$ cat src/rtl/mem_port_arbiter.sv
// -----------------------------------------------------------------------------
// mem_port_arbiter
//
// Shares a single-port 32-bit data RAM between instruction fetch (IF,
// read-only) and load/store (LS, read/write). One RAM access is issued per
// cycle. Each requester uses a req/gnt handshake and later receives an
// rvalid response. Reads respond exactly one cycle after the grant. Faulted
// accesses (misaligned or out of range) respond in the same way, with err=1.
// Good writes produce no response.
//
// The RAM registers address and write data on the clock edge. Its read data
// is unregistered and appears in the following cycle. The response stage
// therefore passes ram_rdata straight through to the owner of the response.
//
// Configuration:
//   MEM_PORT_ARB_RR_EN  defined   -> round-robin arbitration on a conflict
//                       undefined -> fixed priority, LS wins over IF
//
// Ports:
//   clk, rst                      clock, asynchronous active-high reset
//   if_req/if_addr                IF read request and byte address
//   if_gnt                        IF accepted this cycle (combinational)
//   if_rvalid/if_rdata/if_err     IF response (registered valid/err)
//   ls_req/ls_we/ls_addr/ls_wdata LS request, direction, address, write data
//   ls_gnt                        LS accepted this cycle (combinational)
//   ls_rvalid/ls_rdata/ls_err     LS response (reads and faulted writes)
//   ram_addr/ram_we/ram_wdata     RAM command, valid in the grant cycle
//   ram_rdata                     RAM read data, one cycle after the address
// -----------------------------------------------------------------------------
module mem_port_arbiter #(
   parameter int ADDR_W = 32,
   parameter int DATA_W = 32,
   parameter int RAM_AW = 8
) (
   input  logic              clk,
   input  logic              rst,
   input  logic              if_req,
   input  logic [ADDR_W-1:0] if_addr,
   output logic              if_gnt,
   output logic              if_rvalid,
   output logic [DATA_W-1:0] if_rdata,
   output logic              if_err,
   input  logic              ls_req,
   input  logic              ls_we,
   input  logic [ADDR_W-1:0] ls_addr,
   input  logic [DATA_W-1:0] ls_wdata,
   output logic              ls_gnt,
   output logic              ls_rvalid,
   output logic [DATA_W-1:0] ls_rdata,
   output logic              ls_err,
   output logic [RAM_AW-1:0] ram_addr,
   output logic              ram_we,
   output logic [DATA_W-1:0] ram_wdata,
   input  logic [DATA_W-1:0] ram_rdata
);

   localparam logic OWNER_IF = 1'b0;
   localparam logic OWNER_LS = 1'b1;

   // A byte address is faulty if it is not word aligned, or if it has any
   // bit set above the RAM's word-address range.
   function automatic logic addr_fault(input logic [ADDR_W-1:0] a);
      return (a[1:0] != 2'b00) || ((a >> (RAM_AW + 2)) != '0);
   endfunction

   // Response stage and held RAM address
   logic              rsp_pending_q, rsp_pending_d;
   logic              rsp_owner_q,   rsp_owner_d;
   logic              rsp_err_q,     rsp_err_d;
   logic [RAM_AW-1:0] ram_addr_q,    ram_addr_d;

`ifdef MEM_PORT_ARB_RR_EN
   logic              last_gnt_q,    last_gnt_d;
`endif

   // Grant-cycle datapath
   logic              sel_ls;
   logic              any_gnt;
   logic [ADDR_W-1:0] gnt_addr;
   logic              gnt_fault;

   // ---------------------------------------------------------------------------
   // Arbitration. sel_ls chooses LS over IF. The final grants are then
   // qualified by the matching request and by reset.
   // ---------------------------------------------------------------------------
   always_comb begin
      // NOTE: every signal gets a default first, so no path can leave it
      // unassigned and infer a latch.
      sel_ls = 1'b0;
`ifdef MEM_PORT_ARB_RR_EN
      if (ls_req && if_req) begin
         // On a conflict, the side that was not granted last time wins.
         sel_ls = (last_gnt_q == OWNER_IF);
      end else begin
         sel_ls = ls_req;
      end
`else
      sel_ls = ls_req;
`endif
      ls_gnt  = !rst && ls_req && sel_ls;
      if_gnt  = !rst && if_req && !sel_ls;
      any_gnt = if_gnt || ls_gnt;
   end

   // ---------------------------------------------------------------------------
   // RAM command and next-state values for the response stage
   // ---------------------------------------------------------------------------
   always_comb begin
      gnt_addr  = ls_gnt ? ls_addr : if_addr;
      gnt_fault = any_gnt && addr_fault(gnt_addr);

      // Without a grant the RAM address stays where it was, so the RAM port
      // does not toggle on idle cycles.
      ram_addr  = any_gnt ? gnt_addr[RAM_AW+1:2] : ram_addr_q;
      ram_we    = ls_gnt && ls_we && !gnt_fault;
      ram_wdata = ram_we ? ls_wdata : '0;

      // Reads always respond. Writes respond only when they faulted.
      rsp_pending_d = any_gnt && (gnt_fault || !(ls_gnt && ls_we));
      rsp_owner_d   = any_gnt ? (ls_gnt ? OWNER_LS : OWNER_IF) : rsp_owner_q;
      rsp_err_d     = gnt_fault;
      ram_addr_d    = ram_addr;
`ifdef MEM_PORT_ARB_RR_EN
      last_gnt_d    = any_gnt ? (ls_gnt ? OWNER_LS : OWNER_IF) : last_gnt_q;
`endif
   end

   // ---------------------------------------------------------------------------
   // State registers. Reset clears rsp_pending_q. This drops any read that is
   // still outstanding.
   // ---------------------------------------------------------------------------
   always_ff @(posedge clk or posedge rst) begin
      if (rst) begin
         rsp_pending_q <= 1'b0;
         rsp_owner_q   <= OWNER_IF;
         rsp_err_q     <= 1'b0;
         ram_addr_q    <= '0;
`ifdef MEM_PORT_ARB_RR_EN
         last_gnt_q    <= OWNER_IF;
`endif
      end else begin
         // NOTE: non-blocking assignments, so every flop samples the
         // pre-edge values regardless of statement order.
         rsp_pending_q <= rsp_pending_d;
         rsp_owner_q   <= rsp_owner_d;
         rsp_err_q     <= rsp_err_d;
         ram_addr_q    <= ram_addr_d;
`ifdef MEM_PORT_ARB_RR_EN
         last_gnt_q    <= last_gnt_d;
`endif
      end
   end

   // ---------------------------------------------------------------------------
   // Response outputs. rdata is forced to 0 unless a good read is completing.
   // ---------------------------------------------------------------------------
   always_comb begin
      if_rvalid = rsp_pending_q && (rsp_owner_q == OWNER_IF);
      ls_rvalid = rsp_pending_q && (rsp_owner_q == OWNER_LS);
      if_err    = if_rvalid && rsp_err_q;
      ls_err    = ls_rvalid && rsp_err_q;
      if_rdata  = (if_rvalid && !rsp_err_q) ? ram_rdata : '0;
      ls_rdata  = (ls_rvalid && !rsp_err_q) ? ram_rdata : '0;
   end

endmodule

$ cat config.mk
export PLATFORM = sky130hd
export DESIGN_NAME = mem_port_arbiter
export DESIGN_NICKNAME = d
export VERILOG_FILES = /design/src/rtl/mem_port_arbiter.sv
export SDC_FILE = /design/constraint.sdc
export NUM_CORES = 1
export LEC_CHECK = 0
export BUFFER_PORTS_ARGS = -buffer_cell sky130_fd_sc_hd__buf_2
export CORE_AREA = 2 2 95 97
export CTS_CLUSTER_DIAMETER = 150
export DETAILED_ROUTE_END_ITERATION = 7
export DIE_AREA = 0 0 97 99
export GPL_TIMING_DRIVEN = 0
export MAX_ROUTING_LAYER = met4
export PLACE_DENSITY_LB_ADDON = 0.08
export SLEW_MARGIN = 20
export SYNTH_ARGS = -nofsm -noshare
export SYNTH_HDL_FRONTEND = slang
export SYNTH_SLANG_ARGS = --single-unit
$ cat constraint.sdc
create_clock -name clk -period 2.21 [get_ports clk]
set_input_delay 0.221 -clock clk [delete_from_list [all_inputs] [get_ports clk]]
set_output_delay 0.221 -clock clk [all_outputs]
set_load 0.01 [all_outputs]
==> metrics <==
number of DRC violations after detailed-routing iteration 0=25; sequential cell area fraction in the yosys report=0.2124; FILL cells=between 1000 and 1500; Routed met3 length=between 700 and 800 um; Critical Path Source=rsp_owner_q; total number of clock tree sinks=11; global-route congestion overflow total=0; drc violations=0; post-detailed-route via-to-cell ratio=about 3.9; reg2reg start=ram_addr_q[0]; number of instances in the synthesized netlist=around 180; outcome=finished, violations left; number of max-slew violations in the final report=0; total global routing track utilization=0.1336; Leak=between 0.0015 and 0.002 uW; maximum buffer depth of the clock tree=2; class of the tightest hold or removal check=in -> async; Tcrit/Tclk final=0.8909; number of max-capacitance violations reported=0; clock tree from TritonCTS=done; Port Buf Inserts=243; final number of hold-violating endpoints=11; CP max FO=10; first drt pass iteration count=4; Post-CTS Repair Setup Buffers=0; Worst setup EP type=output port; final net count=558; post-synthesis cell area=0.001296 mm2; fraction of final layout cells with drive strength greater than 1=0.5967; number of antenna violations at the first check in global routing=1; Critical Path Start Type=flop; number of placement rows=34; number of levels in the clock H-tree=1; Syn Area/Cell=between 7 and 8 um2; most frequent cells in the layout=sky130_fd_sc_hd__buf_2 (243), sky130_fd_sc_hd__and2_1 (98), sky130_fd_sc_hd__nor4_1 (12), sky130_fd_sc_hd__nand2_1 (12), sky130_fd_sc_hd__dfrtp_1 (11); Worst-Margin Slew=a little over 500 ps; floorplan core area=~0.0086 mm2; endpoints failing setup=0; die span in y=~100 um; met2 wire length=3.580 mm; number of global-route vias before repair=2086; maximum number of pins on one net before global-route repair=12; required time at the endpoint of the critical path=a little under 2000 ps; effective utilization at floorplan=0.1516; Die Wd=~97 um; top layer in use=met4; drt wl/cell=about 12 um; IR drop worst, VDD=0.1878 mV; area added between synthesis and finish=108.1%; Yosys cell types=16; Boundary Pins=~240; global-route wire length before repair=about 10 mm; endpoint of the lowest-slack register-to-register path=ram_addr_q[0]; M1 WL=approximately 2.3 mm; accumulated negative setup slack=0 ps; number of nets with antenna violations after detailed routing=0; Layout Skew=0 ps; cts bufs inserted=3; later-pin clock latency in the skew report=240 ps; cell chosen for the clock root=sky130_fd_sc_hd__clkbuf_8; final estimated routing congestion in global placement=0.8113; Min Clock Period, post-route=1969 ps; worst-case reg-to-reg path depth=2; fmax=a little over 0.5 GHz; Clk pin slew, worst setup/hold paths=roughly 50 ps; post-detail-place hpwl=a little under 6 mm; final WL=around 6.7 mm; die area=around 0.0096 mm2; RSZ-0062 raised after global routing=false; worst slew margin relative to its limit=0.6619; Power Dens Cells=between 200 and 300 mW/mm2; failing checks=negative hold slack; Min Hold Slack=-13.01 ps; r2r setup slk=~1500 ps; total of flip-flops plus latches after synthesis=11; crit path kind=reg -> out; number of vias in the routed layout=~2100; most common cell after layout, fill and taps aside=sky130_fd_sc_hd__buf_2; data arrival time of the critical path=about 1800 ps; Post-Syn Nets=between 300 and 400; number of warnings reported in the yosys synthesis log=0
[worst max path at each step]
stage | cells past startpoint | to | slack, ps
finish | 5 | if_rdata[9] | 240
global route | 5 | if_rdata[9] | 20
CTS | 5 | if_rdata[28] | 150
detailed placement | 7 | ram_wdata[30] | 270
global placement | 7 | ram_wdata[30] | 290
floorplan | 5 | ram_wdata[23] | 680
[layout make-up]
| cell class | count | area, um2 | share of cell area |
|---|---|---|---|
| multi-input cells | 153 | 945.9 | 0.3506 |
| inverters | 1 | 3.754 | 0.001391 |
| plain buffers | 12 | 73.82 | 0.02737 |
| flip-flops and latches | 11 | 275.3 | 0.1020 |
| repair buffers | 243 | 1216 | 0.4508 |
| clock buffers | 4 | 45.04 | 0.01670 |
| diodes | 1 | 2.502 | 0.0009276 |
| well taps | 108 | 135.1 | 0.05009 |
[flip-flops by register name (all words and copies together) (netlist names)]
register       flops
rsp_pending_q      1
rsp_err_q          1
rsp_owner_q        1
ram_addr_q         8
[cells by family (layout without fill, tap and decap cells)]
logic type	count (synthesis)	count (layout)	synth area share
other	0	1	0
buffers and inverters	13	260	0.05791
AO/OA/AOI/OAI	10	10	0.03861
flip-flops	11	11	0.2124
multiplexers	8	8	0.06178
AND/OR/NAND/NOR	135	135	0.6293
[stage by stage]
| step | util | instances | instance area, um2 | power, uW | setup WS, ps |
|---|---|---|---|---|---|
| floorplan | - | 177 | 1296 | 377.3 | 682.2 |
| global placement | 0.3096 | 528 | 2648 | 588.0 | 288.7 |
| detailed placement | 0.3096 | 528 | 2648 | 589.3 | 273.9 |
| CTS | 0.3149 | 532 | 2693 | 800.8 | 148.8 |
| global route | 0.3155 | 533 | 2698 | 858.0 | 21.73 |
| finish | 0.3155 | 533 | 2698 | 784.2 | 241.1 |
[synthesized netlist by cell type]
cell type	n	area [um2]
sky130_fd_sc_hd__and2_1	98	613.1
sky130_fd_sc_hd__nand2_1	12	45.04
sky130_fd_sc_hd__nor4_1	12	75.07
sky130_fd_sc_hd__dfrtp_1	11	275.3
sky130_fd_sc_hd__o21ai_0	10	50.05
sky130_fd_sc_hd__clkbuf_1	8	30.03
sky130_fd_sc_hd__mux2i_1	8	80.08
sky130_fd_sc_hd__nor2_1	4	15.01
sky130_fd_sc_hd__nor2b_1	4	25.02
sky130_fd_sc_hd__buf_6	3	33.78
sky130_fd_sc_hd__nand4_1	2	12.51
sky130_fd_sc_hd__and3_1	1	6.260
sky130_fd_sc_hd__buf_4	1	7.510
sky130_fd_sc_hd__inv_1	1	3.750
sky130_fd_sc_hd__nor3_4	1	16.27
sky130_fd_sc_hd__nor3b_1	1	7.510
[layer usage]
layer  up-vias  global-route usage
li1       1064                   -
met3         2             0.03972
met1       874              0.1369
met2       150              0.2612
met5         -                   -
met4         0            0.009751
[worst max-delay path: stages (launching register included)]
cell and delay [ps]:
sky130_fd_sc_hd__dfrtp_1 400, sky130_fd_sc_hd__nor2b_1 180, sky130_fd_sc_hd__nor2b_1 300, sky130_fd_sc_hd__clkbuf_1 310
sky130_fd_sc_hd__and2_1 190, sky130_fd_sc_hd__buf_2 130
[repair_timing]
action	in CTS	in global routing
resized for setup	0	4
endpoints found under the setup margin	0	7
hold buffers	0	0
[power breakdown]
part	internal, uW	leakage, uW	switching (uW)	total, uW
registers	227	0.000134	9.55	237
logic	180	0.00155	164	344
clock network	127	0.0000228	76.9	204
total	534	0.00170	250	784
Note: power is estimated with default switching activity, not from simulation.
